$ cat src/rtl/uart_imul_cmd_if.sv
// Byte-wide valid/ready stream used between the UART cores and the
// command engine.
//   tdata  : byte being transferred
//   tvalid : producer has a byte
//   tready : consumer can take it; transfer happens on tvalid && tready
interface uart_imul_cmd_if;
    logic [7:0] tdata;
    logic       tvalid;
    logic       tready;

    modport master (output tdata, output tvalid, input tready);
    modport slave  (input tdata, input tvalid, output tready);
endinterface

$ cat src/rtl/uart_imul_cmd.sv
// UART-driven integer multiplier.
// A frame is an opcode byte followed by A and B (OperandBytes each, MSB
// first). The product is computed by a shift-add multiplier and the
// selected half is returned over the UART, MSB first. Bad opcodes get a
// single 0xEE reply.
//   clk_i   : clock
//   rst_ni  : synchronous active-low reset
//   rx_i    : UART receive line (idle high)
//   tx_o    : UART transmit line (idle high)
//   busy_o  : engine is not idle
//   abort_o : one-cycle pulse when a partial frame times out
//   drop_o  : one-cycle pulse for each byte discarded while busy

// 8N1 receiver; one bit lasts 8*prescale clocks.
//   clk, rst (active high, synchronous), prescale, rxd, m_axis (byte out)
module uart_rx (
    input  logic            clk,
    input  logic            rst,
    input  logic [15:0]     prescale,
    input  logic            rxd,
    uart_imul_cmd_if.master m_axis
);
    logic [1:0]  rxd_sync;
    logic [18:0] tmr;
    logic [18:0] bit_period;
    logic [18:0] half_period;
    logic [3:0]  bit_cnt;
    logic [7:0]  shift;
    logic        active;

    assign bit_period  = {prescale, 3'b000};
    assign half_period = {1'b0, prescale, 2'b00};

    // bit_cnt: 0 = start bit, 1..8 = data bits, 9 = stop bit
    always_ff @(posedge clk) begin
        if (rst) begin
            rxd_sync      <= 2'b11;
            tmr           <= '0;
            bit_cnt       <= '0;
            shift         <= '0;
            active        <= 1'b0;
            m_axis.tdata  <= '0;
            m_axis.tvalid <= 1'b0;
        end else begin
            rxd_sync <= {rxd_sync[0], rxd};
            if (m_axis.tvalid && m_axis.tready) begin
                m_axis.tvalid <= 1'b0;
            end
            if (!active) begin
                if (!rxd_sync[1]) begin
                    active  <= 1'b1;
                    bit_cnt <= '0;
                    tmr     <= half_period - 19'd1;
                end
            end else if (tmr != '0) begin
                tmr <= tmr - 19'd1;
            end else begin
                tmr <= bit_period - 19'd1;
                if (bit_cnt == 4'd0) begin
                    // start bit high again at mid-bit: glitch, not a frame
                    if (rxd_sync[1]) begin
                        active <= 1'b0;
                    end else begin
                        bit_cnt <= 4'd1;
                    end
                end else if (bit_cnt <= 4'd8) begin
                    shift   <= {rxd_sync[1], shift[7:1]};
                    bit_cnt <= bit_cnt + 4'd1;
                end else begin
                    active <= 1'b0;
                    if (rxd_sync[1]) begin
                        m_axis.tdata  <= shift;
                        m_axis.tvalid <= 1'b1;
                    end
                end
            end
        end
    end
endmodule

// 8N1 transmitter; one bit lasts 8*prescale clocks.
//   clk, rst (active high, synchronous), prescale, txd, s_axis (byte in)
module uart_tx (
    input  logic           clk,
    input  logic           rst,
    input  logic [15:0]    prescale,
    output logic           txd,
    uart_imul_cmd_if.slave s_axis
);
    logic [8:0]  shift;
    logic [3:0]  bit_cnt;
    logic [18:0] tmr;
    logic [18:0] bit_period;
    logic        active;

    assign bit_period    = {prescale, 3'b000};
    assign s_axis.tready = !active;

    // shift holds {stop, data}; 9 shifts after the start bit end on the stop bit
    always_ff @(posedge clk) begin
        if (rst) begin
            txd     <= 1'b1;
            shift   <= '1;
            bit_cnt <= '0;
            tmr     <= '0;
            active  <= 1'b0;
        end else if (!active) begin
            if (s_axis.tvalid) begin
                active  <= 1'b1;
                txd     <= 1'b0;
                shift   <= {1'b1, s_axis.tdata};
                bit_cnt <= 4'd9;
                tmr     <= bit_period - 19'd1;
            end
        end else if (tmr != '0) begin
            tmr <= tmr - 19'd1;
        end else if (bit_cnt != 4'd0) begin
            txd     <= shift[0];
            shift   <= {1'b1, shift[8:1]};
            bit_cnt <= bit_cnt - 4'd1;
            tmr     <= bit_period - 19'd1;
        end else begin
            active <= 1'b0;
        end
    end
endmodule

// state    | meaning
// IDLE     | waiting for an opcode byte
// OPERANDS | collecting 2*OperandBytes operand bytes, inter-byte timer running
// MUL      | W shift-add cycles, then one sign-correction cycle
// SEND     | handing OperandBytes result bytes to the transmitter
// NAK      | handing the single 0xEE reply to the transmitter
module uart_imul_cmd #(
    parameter int DesiredBaudRate = 115_200,
    parameter int ClockFrequency  = 12_000_000,
    parameter int OperandBytes    = 4,
    parameter int TimeoutCycles   = 1_000_000
) (
    input  logic clk_i,
    input  logic rst_ni,
    input  logic rx_i,
    output logic tx_o,
    output logic busy_o,
    output logic abort_o,
    output logic drop_o
);
    localparam int W    = 8 * OperandBytes;
    localparam int CntW = $clog2(2 * OperandBytes + 1);
    localparam int MulW = $clog2(W + 1);
    localparam int TmrW = $clog2(TimeoutCycles + 1);

    localparam longint PrescaleL = (longint'(ClockFrequency) + 4 * longint'(DesiredBaudRate))
                                   / (8 * longint'(DesiredBaudRate));
    localparam longint ActualX8  = 8 * PrescaleL * longint'(DesiredBaudRate);
    localparam longint BaudErr   = (ActualX8 > longint'(ClockFrequency))
                                   ? ActualX8 - longint'(ClockFrequency)
                                   : longint'(ClockFrequency) - ActualX8;
    localparam logic [15:0] Prescale = 16'(PrescaleL);

    localparam logic [CntW-1:0] LastOpByte = CntW'(2 * OperandBytes - 1);
    localparam logic [CntW-1:0] LastTxByte = CntW'(OperandBytes - 1);
    localparam logic [TmrW-1:0] TmrLoad    = TmrW'(TimeoutCycles - 1);

    // relative baud error above 5 %: 20*|actual - clk| > actual
    if (20 * BaudErr > ActualX8) begin : g_baud_err
        $error("uart_imul_cmd: baud rate error above 5 percent");
    end
    if (OperandBytes < 1 || OperandBytes > 8) begin : g_ob_err
        $error("uart_imul_cmd: OperandBytes must be within 1..8");
    end

    typedef enum logic [2:0] {IDLE, OPERANDS, MUL, SEND, NAK} state_t;

    state_t          state, state_nxt;
    logic            core_rst;
    logic            rx_valid;
    logic            opcode_ok;
    logic            timeout;
    logic            start_frame;
    logic [2:0]      op;
    logic [2*W-1:0]  opr, opr_nxt;
    logic [2*W-1:0]  prod, prod_corr;
    logic [W:0]      add_sum;
    logic [W-1:0]    a_op, b_op;
    logic [CntW-1:0] byte_cnt;
    logic [MulW-1:0] mul_cnt;
    logic [TmrW-1:0] tmr;

    uart_imul_cmd_if rx_if ();
    uart_imul_cmd_if tx_if ();

    assign core_rst     = !rst_ni;
    assign rx_if.tready = 1'b1;

    uart_rx u_rx (
        .clk      (clk_i),
        .rst      (core_rst),
        .prescale (Prescale),
        .rxd      (rx_i),
        .m_axis   (rx_if.master)
    );

    uart_tx u_tx (
        .clk      (clk_i),
        .rst      (core_rst),
        .prescale (Prescale),
        .txd      (tx_o),
        .s_axis   (tx_if.slave)
    );

    assign rx_valid    = rx_if.tvalid;
    assign opcode_ok   = (rx_if.tdata[7:3] == 5'd0);
    assign timeout     = (state == OPERANDS) && (tmr == '0);
    // a byte landing on the timeout cycle opens a new frame
    assign start_frame = rx_valid && opcode_ok && ((state == IDLE) || timeout);
    assign busy_o      = (state != IDLE);

    assign a_op    = opr[2*W-1:W];
    assign b_op    = opr[W-1:0];
    assign opr_nxt = {opr[2*W-9:0], rx_if.tdata};

    // unsigned shift-add: prod = {partial, multiplier}, one multiplier bit per cycle
    assign add_sum = {1'b0, prod[2*W-1:W]} + (prod[0] ? {1'b0, a_op} : {(W+1){1'b0}});

    // raw-pattern product minus 2^W times the other operand per negative signed input
    assign prod_corr = prod
                     - ((op[0] && a_op[W-1]) ? {b_op, {W{1'b0}}} : {(2*W){1'b0}})
                     - ((op[1] && b_op[W-1]) ? {a_op, {W{1'b0}}} : {(2*W){1'b0}});

    always_ff @(posedge clk_i) begin
        if (!rst_ni) begin
            state <= IDLE;
        end else begin
            state <= state_nxt;
        end
    end

    always_comb begin
        state_nxt    = state;
        tx_if.tvalid = 1'b0;
        tx_if.tdata  = 8'h00;
        case (state)
            IDLE: begin
                if (rx_valid) begin
                    state_nxt = opcode_ok ? OPERANDS : NAK;
                end
            end
            OPERANDS: begin
                if (timeout) begin
                    if (rx_valid) begin
                        state_nxt = opcode_ok ? OPERANDS : NAK;
                    end else begin
                        state_nxt = IDLE;
                    end
                end else if (rx_valid && byte_cnt == LastOpByte) begin
                    state_nxt = MUL;
                end
            end
            MUL: begin
                if (mul_cnt == '0) begin
                    state_nxt = SEND;
                end
            end
            SEND: begin
                tx_if.tvalid = 1'b1;
                tx_if.tdata  = op[2] ? prod[2*W-1 -: 8] : prod[W-1 -: 8];
                if (tx_if.tready && byte_cnt == LastTxByte) begin
                    state_nxt = IDLE;
                end
            end
            NAK: begin
                tx_if.tvalid = 1'b1;
                tx_if.tdata  = 8'hEE;
                if (tx_if.tready) begin
                    state_nxt = IDLE;
                end
            end
            default: state_nxt = IDLE;
        endcase
    end

    always_ff @(posedge clk_i) begin
        if (!rst_ni) begin
            op       <= '0;
            opr      <= '0;
            prod     <= '0;
            byte_cnt <= '0;
            mul_cnt  <= '0;
            tmr      <= '0;
            abort_o  <= 1'b0;
            drop_o   <= 1'b0;
        end else begin
            abort_o <= timeout;
            drop_o  <= rx_valid && (state == MUL || state == SEND || state == NAK);
            if (start_frame) begin
                op       <= rx_if.tdata[2:0];
                opr      <= '0;
                byte_cnt <= '0;
                tmr      <= TmrLoad;
            end else begin
                case (state)
                    OPERANDS: begin
                        if (!timeout) begin
                            if (rx_valid) begin
                                opr      <= opr_nxt;
                                byte_cnt <= byte_cnt + CntW'(1);
                                tmr      <= TmrLoad;
                                if (byte_cnt == LastOpByte) begin
                                    prod    <= {{W{1'b0}}, opr_nxt[W-1:0]};
                                    mul_cnt <= MulW'(W);
                                end
                            end else begin
                                tmr <= tmr - TmrW'(1);
                            end
                        end
                    end
                    MUL: begin
                        if (mul_cnt != '0) begin
                            prod    <= {add_sum, prod[W-1:1]};
                            mul_cnt <= mul_cnt - MulW'(1);
                        end else begin
                            prod     <= prod_corr;
                            byte_cnt <= '0;
                        end
                    end
                    SEND: begin
                        if (tx_if.tready) begin
                            prod     <= prod << 8;
                            byte_cnt <= byte_cnt + CntW'(1);
                        end
                    end
                    default: ;
                endcase
            end
        end
    end
endmodule

$ cat config.mk
export PLATFORM = sky130hd
export DESIGN_NAME = uart_imul_cmd
export DESIGN_NICKNAME = d
export VERILOG_FILES = /design/src/rtl/uart_imul_cmd_if.sv /design/src/rtl/uart_imul_cmd.sv
export SDC_FILE = /design/constraint.sdc
export NUM_CORES = 1
export LEC_CHECK = 0
export CAP_MARGIN = 20
export CORE_ASPECT_RATIO = 0.8
export CORE_MARGIN = 2
export CORE_UTILIZATION = 40
export DETAILED_ROUTE_END_ITERATION = 8
export SYNTH_ARGS = -nofsm -noshare
export SYNTH_HDL_FRONTEND = slang
export SYNTH_SLANG_ARGS = --single-unit
$ cat constraint.sdc
create_clock -name clk_i -period 4.5 [get_ports clk_i]
set_clock_uncertainty 0.1 [all_clocks]
set_input_delay 0.9 -clock clk_i [delete_from_list [all_inputs] [get_ports clk_i]]
set_output_delay 0.9 -clock clk_i [all_outputs]
set_load 0.02 [all_outputs]
### Word-level counts from Yosys, hierarchy flattened

Cells that the tools add are included.

| cells by class | value |
|---|---|
| $add $sub $neg | 10 |
| order comparisons | 1 |
| bitwise gates (word level) | 7 |
| reductions and logical operators | 41 |
| eq/ne operators | 25 |
| mux-type cells | 70 |

Operator list:

| operator | number |
|---|---|
| $mux W64 | 7 |
| $pmux W64 S3 | 1 |
| $mux W19 | 7 |
| $sub A64 B64 Y64 | 2 |
| $mux W20 | 4 |
| $mux W4 | 14 |
| $reduce_bool A19 Y1 | 2 |
| $sub A19 B1 Y19 const B | 2 |
| $mux W9 | 4 |
| $add A32 B32 Y33 | 1 |
| $mux W32 | 1 |
| $mux W3 | 8 |
| $mux W6 | 4 |
| $ne A2 B2 Y1 const B | 11 |
| $logic_not A20 Y1 | 1 |
| $sub A20 B1 Y20 const B | 1 |
| $pmux W8 S2 | 1 |
| $mux W1 | 15 |
| $pmux W3 S5 | 1 |
| $reduce_and A5 Y1 | 3 |
| $pmux W4 S3 | 1 |
| $pmux W6 S2 | 1 |
| $reduce_and A6 Y1 | 2 |
| $ne A2 B1 Y1 const B | 5 |
| 29 further kinds | 55 |

| word-level totals | value |
|---|---|
| bits in registers | 243 |
| logic and storage cells | 176 |
| input bits | 3 |

### Logic depth before layout (Yosys ltp)

| depth | value |
|---|---|
| word-level depth | 6 |
| mapped depth | 14 |

### Modules after synthesis

Synthesis repeated with hierarchy kept, for this count alone.

| second synthesis, totals | value |
|---|---|
| cells, all modules | 2234 |
| area, all modules | 16988.8 µm² |

By module, submodules not included:

| module | sequential area each (µm²) | instances | cells an instance | area each (µm²) |
|---|---|---|---|---|
| uart_imul_cmd | 3323.2 | 1 | 1655 | 12231.7 |
| uart_rx | 860.8 | 1 | 320 | 2647.5 |
| uart_tx | 660.6 | 1 | 259 | 2109.5 |

### Worst setup path before layout

No wires, ideal clock.

| path | value |
|---|---|
| path kind | register to register |
| start point | reg opr[63] |
| end point | reg prod[57] |
| data arrival time | 3.404 ns |
| setup time | 0.124 ns |
| data required time | 4.276 ns |
| buffers on the path | 1 |
| stages on the path, launching flop included | 15 |
| setup slack | 0.872 ns |
| path through | dfxtp_1 clkbuf_1 and3_1 fa_1 inv_1 ha_1 o211ai_1 a21oi_1 a211oi_2 a311o_1 nand2_1 a221o_1 a41oi_1 xor2_1 o22ai_1 |

| between the ends | value |
|---|---|
| word-level cells in the longest chain between the ends | 6 |

RTL lines:

| what | line | source |
|---|---|---|
| start, declared | uart_imul_cmd.sv:182 | `logic [2*W-1:0] opr, opr_nxt;` |
| start signal, assigned | uart_imul_cmd.sv:306 | `opr <= opr_nxt;` |
| $logic_and A1 B1 Y1 | uart_imul_cmd.sv:228 | `- ((op[0] && a_op[W-1]) ? {b_op, {W{1'b0}}} : {(2*W){1'b0}})` |
| $mux W64 | uart_imul_cmd.sv:228 |  |
| $sub A64 B64 Y64 | uart_imul_cmd.sv:228 |  |
| $sub A64 B64 Y64 | uart_imul_cmd.sv:229 | `- ((op[1] && b_op[W-1]) ? {a_op, {W{1'b0}}} : {(2*W){1'b0}});` |
| $mux W64 | uart_imul_cmd.sv:319 | `if (mul_cnt != '0) begin` |
| $pmux W64 S3 | uart_imul_cmd.sv:302 | `case (state)` |
| end signal, assigned | uart_imul_cmd.sv:310 | `prod <= {{W{1'b0}}, opr_nxt[W-1:0]};` |
| end signal, assigned | uart_imul_cmd.sv:320 | `prod <= {add_sum, prod[W-1:1]};` |
| end signal, assigned | uart_imul_cmd.sv:323 | `prod <= prod_corr;` |
| end, declared | uart_imul_cmd.sv:183 | `logic [2*W-1:0] prod, prod_corr;` |

Every way passes these cells.
A chain may end at the register's enable or synchronous reset.

### Final worst setup path

| path | value |
|---|---|
| start point | reg opr[31] |
| end point | reg prod[61] |

| between the ends | value |
|---|---|
| word-level cells in the longest chain between the ends | 5 |

RTL lines:

| what | line |
|---|---|
| $logic_and A1 B1 Y1 | uart_imul_cmd.sv:229 |
| $mux W64 | uart_imul_cmd.sv:229 |
| $sub A64 B64 Y64 | uart_imul_cmd.sv:229 |
| $mux W64 | uart_imul_cmd.sv:319 |
| $pmux W64 S3 | uart_imul_cmd.sv:302 |

Every way passes these cells.

==> impl_metrics.csv <==
group,metric,value,unit
synthesis,yosys_warnings,0,
global_routing,grt_max_degree,78,
layout,antennaDiodeCount,0,
clock_network,clkSlewWorstSetupHoldPaths,0.06,ns
synthesis,synth_seq_cells,242,
timing,max_freq,235.9,MHz
drt,dr.first_iter.drc_count,1300,
synthesis,synthFlopType,"dfxtp_1",
clock_network,cts_buffers,27,
timing,fin_crit_sh,0.9419,
layout,syn_to_final_growth,8.094,%
floorplan,ios,7,
layout,instances_no_fill,2533,
clock_network,clk_latency,0.57,ns
clock_network,ctsRootBufferMaster,"clkbuf_16",
pwr,p_leak,6.869,nW
drt,routed_wl,48230,microns
setup_path,path_class,"reg -> reg",
global_routing,grt_pass1_wl,76840,microns
global_routing,grt_usage,0.2333,
placement,hpwl,34270,microns
worst_hold_path,hold_class,"reg -> reg",
synthesis,syn_area_per_cell,7.786,sq um
timing,hold_violations,0,
floorplan,fp-row-count,65,
pwr,powerDensity,527.7,nW/um^2
setup_path,critPathArrivalTime,4.59,ns
placement,dp_slack,0.4173,ns
placement,portBuffers,6,
global_routing,antenna_found_initial,0,
clock_network,cts_resized,0,
timing,rsz0062_at_grt,"false",
clock_network,clkSinkCount,242,
clock_network,cts_buffer_depth,3,
clock_network,htreeDepth,1,
clock_network,cts_hold_buf,0,
drt,vias_per_cell,5.749,
outcome,status,"completed",
timing,slew_violations,0,
pwr,irDropWorstVdd,0.3533,mV
setup_path,crit_path_end_kind,"flip-flop",
drt,drc,0,
placement,placed_area,16300,sq um
timing,max_slew_margin,0.3309,
job,maxCapViolCount,0,
synthesis,synth_area_leaders,"dfxtp_1 (31%), a21oi_1 (7.4%), nand2_1 (7.4%), ha_1 (5.5%), fa_1 (4.0%)",
drt,routedWlPerCell,19.04,microns
synthesis,synthArstFlopShare,0,
synthesis,synth_area,15880,sq um
synthesis,yosys-top-cells-count,"nand2_1 (311), dfxtp_1 (242), a21oi_1 (235)",
floorplan,die_w,226.7,microns
floorplan,fp.dieH,182.2,microns
clock_network,cts_tree,"built",
timing,worst_pin_slew,1.004,ns
setup_path,worstPathRequired,4.85,ns
synthesis,yosysTopAreaCellShare,0.3051,
floorplan,dieArea,41310,sq um
floorplan,core,39280,sq um
global_routing,grt_pass1_vias,13550,
synthesis,synth_edf_count,0,
drt,postRouteAntennaNets,0,
layout,drive_above_1_share,0.08112,
clock_network,cts_setup_buffers,0,
synthesis,yosysMostFrequentCell,"nand2_1",
floorplan,start_util,0.4042,
placement,gp_congestion,0.9402,
drt,num_vias,14560,
setup_path,start_kind,"flip-flop",
layout,fin_area,17160,sq um
layout,nNetsFinal,2084,
global_routing,grt-ovfl-total,0,
placement,dp_cells,2485,
timing,setup_violations,0,
timing,finalCriticalPeriod,4.239,ns
timing,setup_slack,0.2614,ns
synthesis,synth_cells,2039,
setup_path,critPathMaxFanout,21,
synthesis,ys_seq_area_frac,0.3051,
synthesis,synth_cell_types,95,
synthesis,synth_top_cell_by_area,"dfxtp_1",
synthesis,synth_fp_nets,2144,
drt,first_pass_iters,5,
timing,setup_tns,0,ns
-- through the flow --
step / total power, mW / hold WS, ns / util
after global placement: 6.767 / 0.2892 / 0.4150
after floorplan: 5.922 / 0.2863 / -
after detailed placement: 6.825 / 0.2952 / 0.4150
final: 9.056 / 0.3126 / 0.4369
after CTS: 9.032 / 0.3133 / 0.4368
after global routing: 9.640 / 0.3647 / 0.4369
-- flip-flops by register name (all words and copies together), names as in the netlist, 2 cells and up --
name and cells:
byte_cnt 4, mul_cnt 6, op 3, opr 64, prod 64, state 3, tmr 20, u_rx.bit_cnt 4
u_rx.m_axis.tdata 8, u_rx.rxd_sync 2, u_rx.shift 8, u_rx.tmr 19, u_tx.bit_cnt 4, u_tx.shift 8, u_tx.tmr 19
-- worst paths after layout --
check / startpoint / endpoint / slack (ns) / cells past startpoint
setup / recovery: opr[31] / prod[61] / 0.26 / 14
hold / removal: u_rx.rxd_sync[0] / u_rx.rxd_sync[1] / 0.31 / 1
setup reg to reg: opr[31] / prod[61] / 0.26 / 14
hold reg to reg: u_rx.rxd_sync[0] / u_rx.rxd_sync[1] / 0.31 / 1
-- metal layers --
| layer | track usage | share of wire |
|---|---|---|
| met1 | 0.3594 | 0.50 |
| met2 | 0.3306 | 0.40 |
| met3 | 0.04283 | 0.077 |
| met4 | 0.05447 | 0.022 |
| met5 | 0 | 0 |
-- layout by cell type (no fill, tap or decap), types with 29 or more instances in the layout --
cell,n
nand2_1,310
ha_1,70
o21ai_1,33
xnor2_1,44
xor2_1,29
nand3_1,33
and3_1,71
a211oi_1,33
fa_1,32
nor3_1,47
dfxtp_1,241
mux2i_1,30
inv_1,119
a21o_1,35
a21oi_1,235
and2_1,39
nor2_1,143
o21ai_0,54
-- area by class of cell --
type	instances	area, sq um
Clock buffer	42	802.0
Clock inverter	5	53.80
Fill cell	3961	22120
Inverter	122	460.4
Multi-Input combinational cell	1552	10050
Sequential cell	242	4846
Tap cell	536	670.6
Timing Repair Buffer	34	275.3
-- kinds of logic (layout without fill, tap and decap cells) --
family	count (synthesis)	count (layout)	synth area share
compound gates	560	560	0.2341
mux	30	30	0.01891
flops	242	242	0.3051
buf+inv	245	203	0.06368
fa+ha+maj	102	102	0.09552
simple gates	787	787	0.2424
xor+xnor	73	73	0.04027
-- where the power goes --
part           switching (mW)  total, mW  internal (mW)
registers               0.387       2.81           2.43
logic                    2.43       4.05           1.62
clock network           0.922       2.19           1.27
total                    3.74       9.06           5.32
-- critical path, cell delays in order, from the launching register on --
cell and delay [ns]:
dfxtp_1 0.61, buf_4 0.30, and3_1 0.19, fa_1 0.42
inv_1 0.07, ha_1 0.26, a21oi_1 0.31, a21boi_0 0.26
nand2b_1 0.16, a311o_1 0.15, nand2_1 0.12, a221o_1 0.39
a41oi_1 0.47, o2111a_1 0.25, o21ai_1 0.05
No activity file was read; power rests on OpenSTA's default activity.
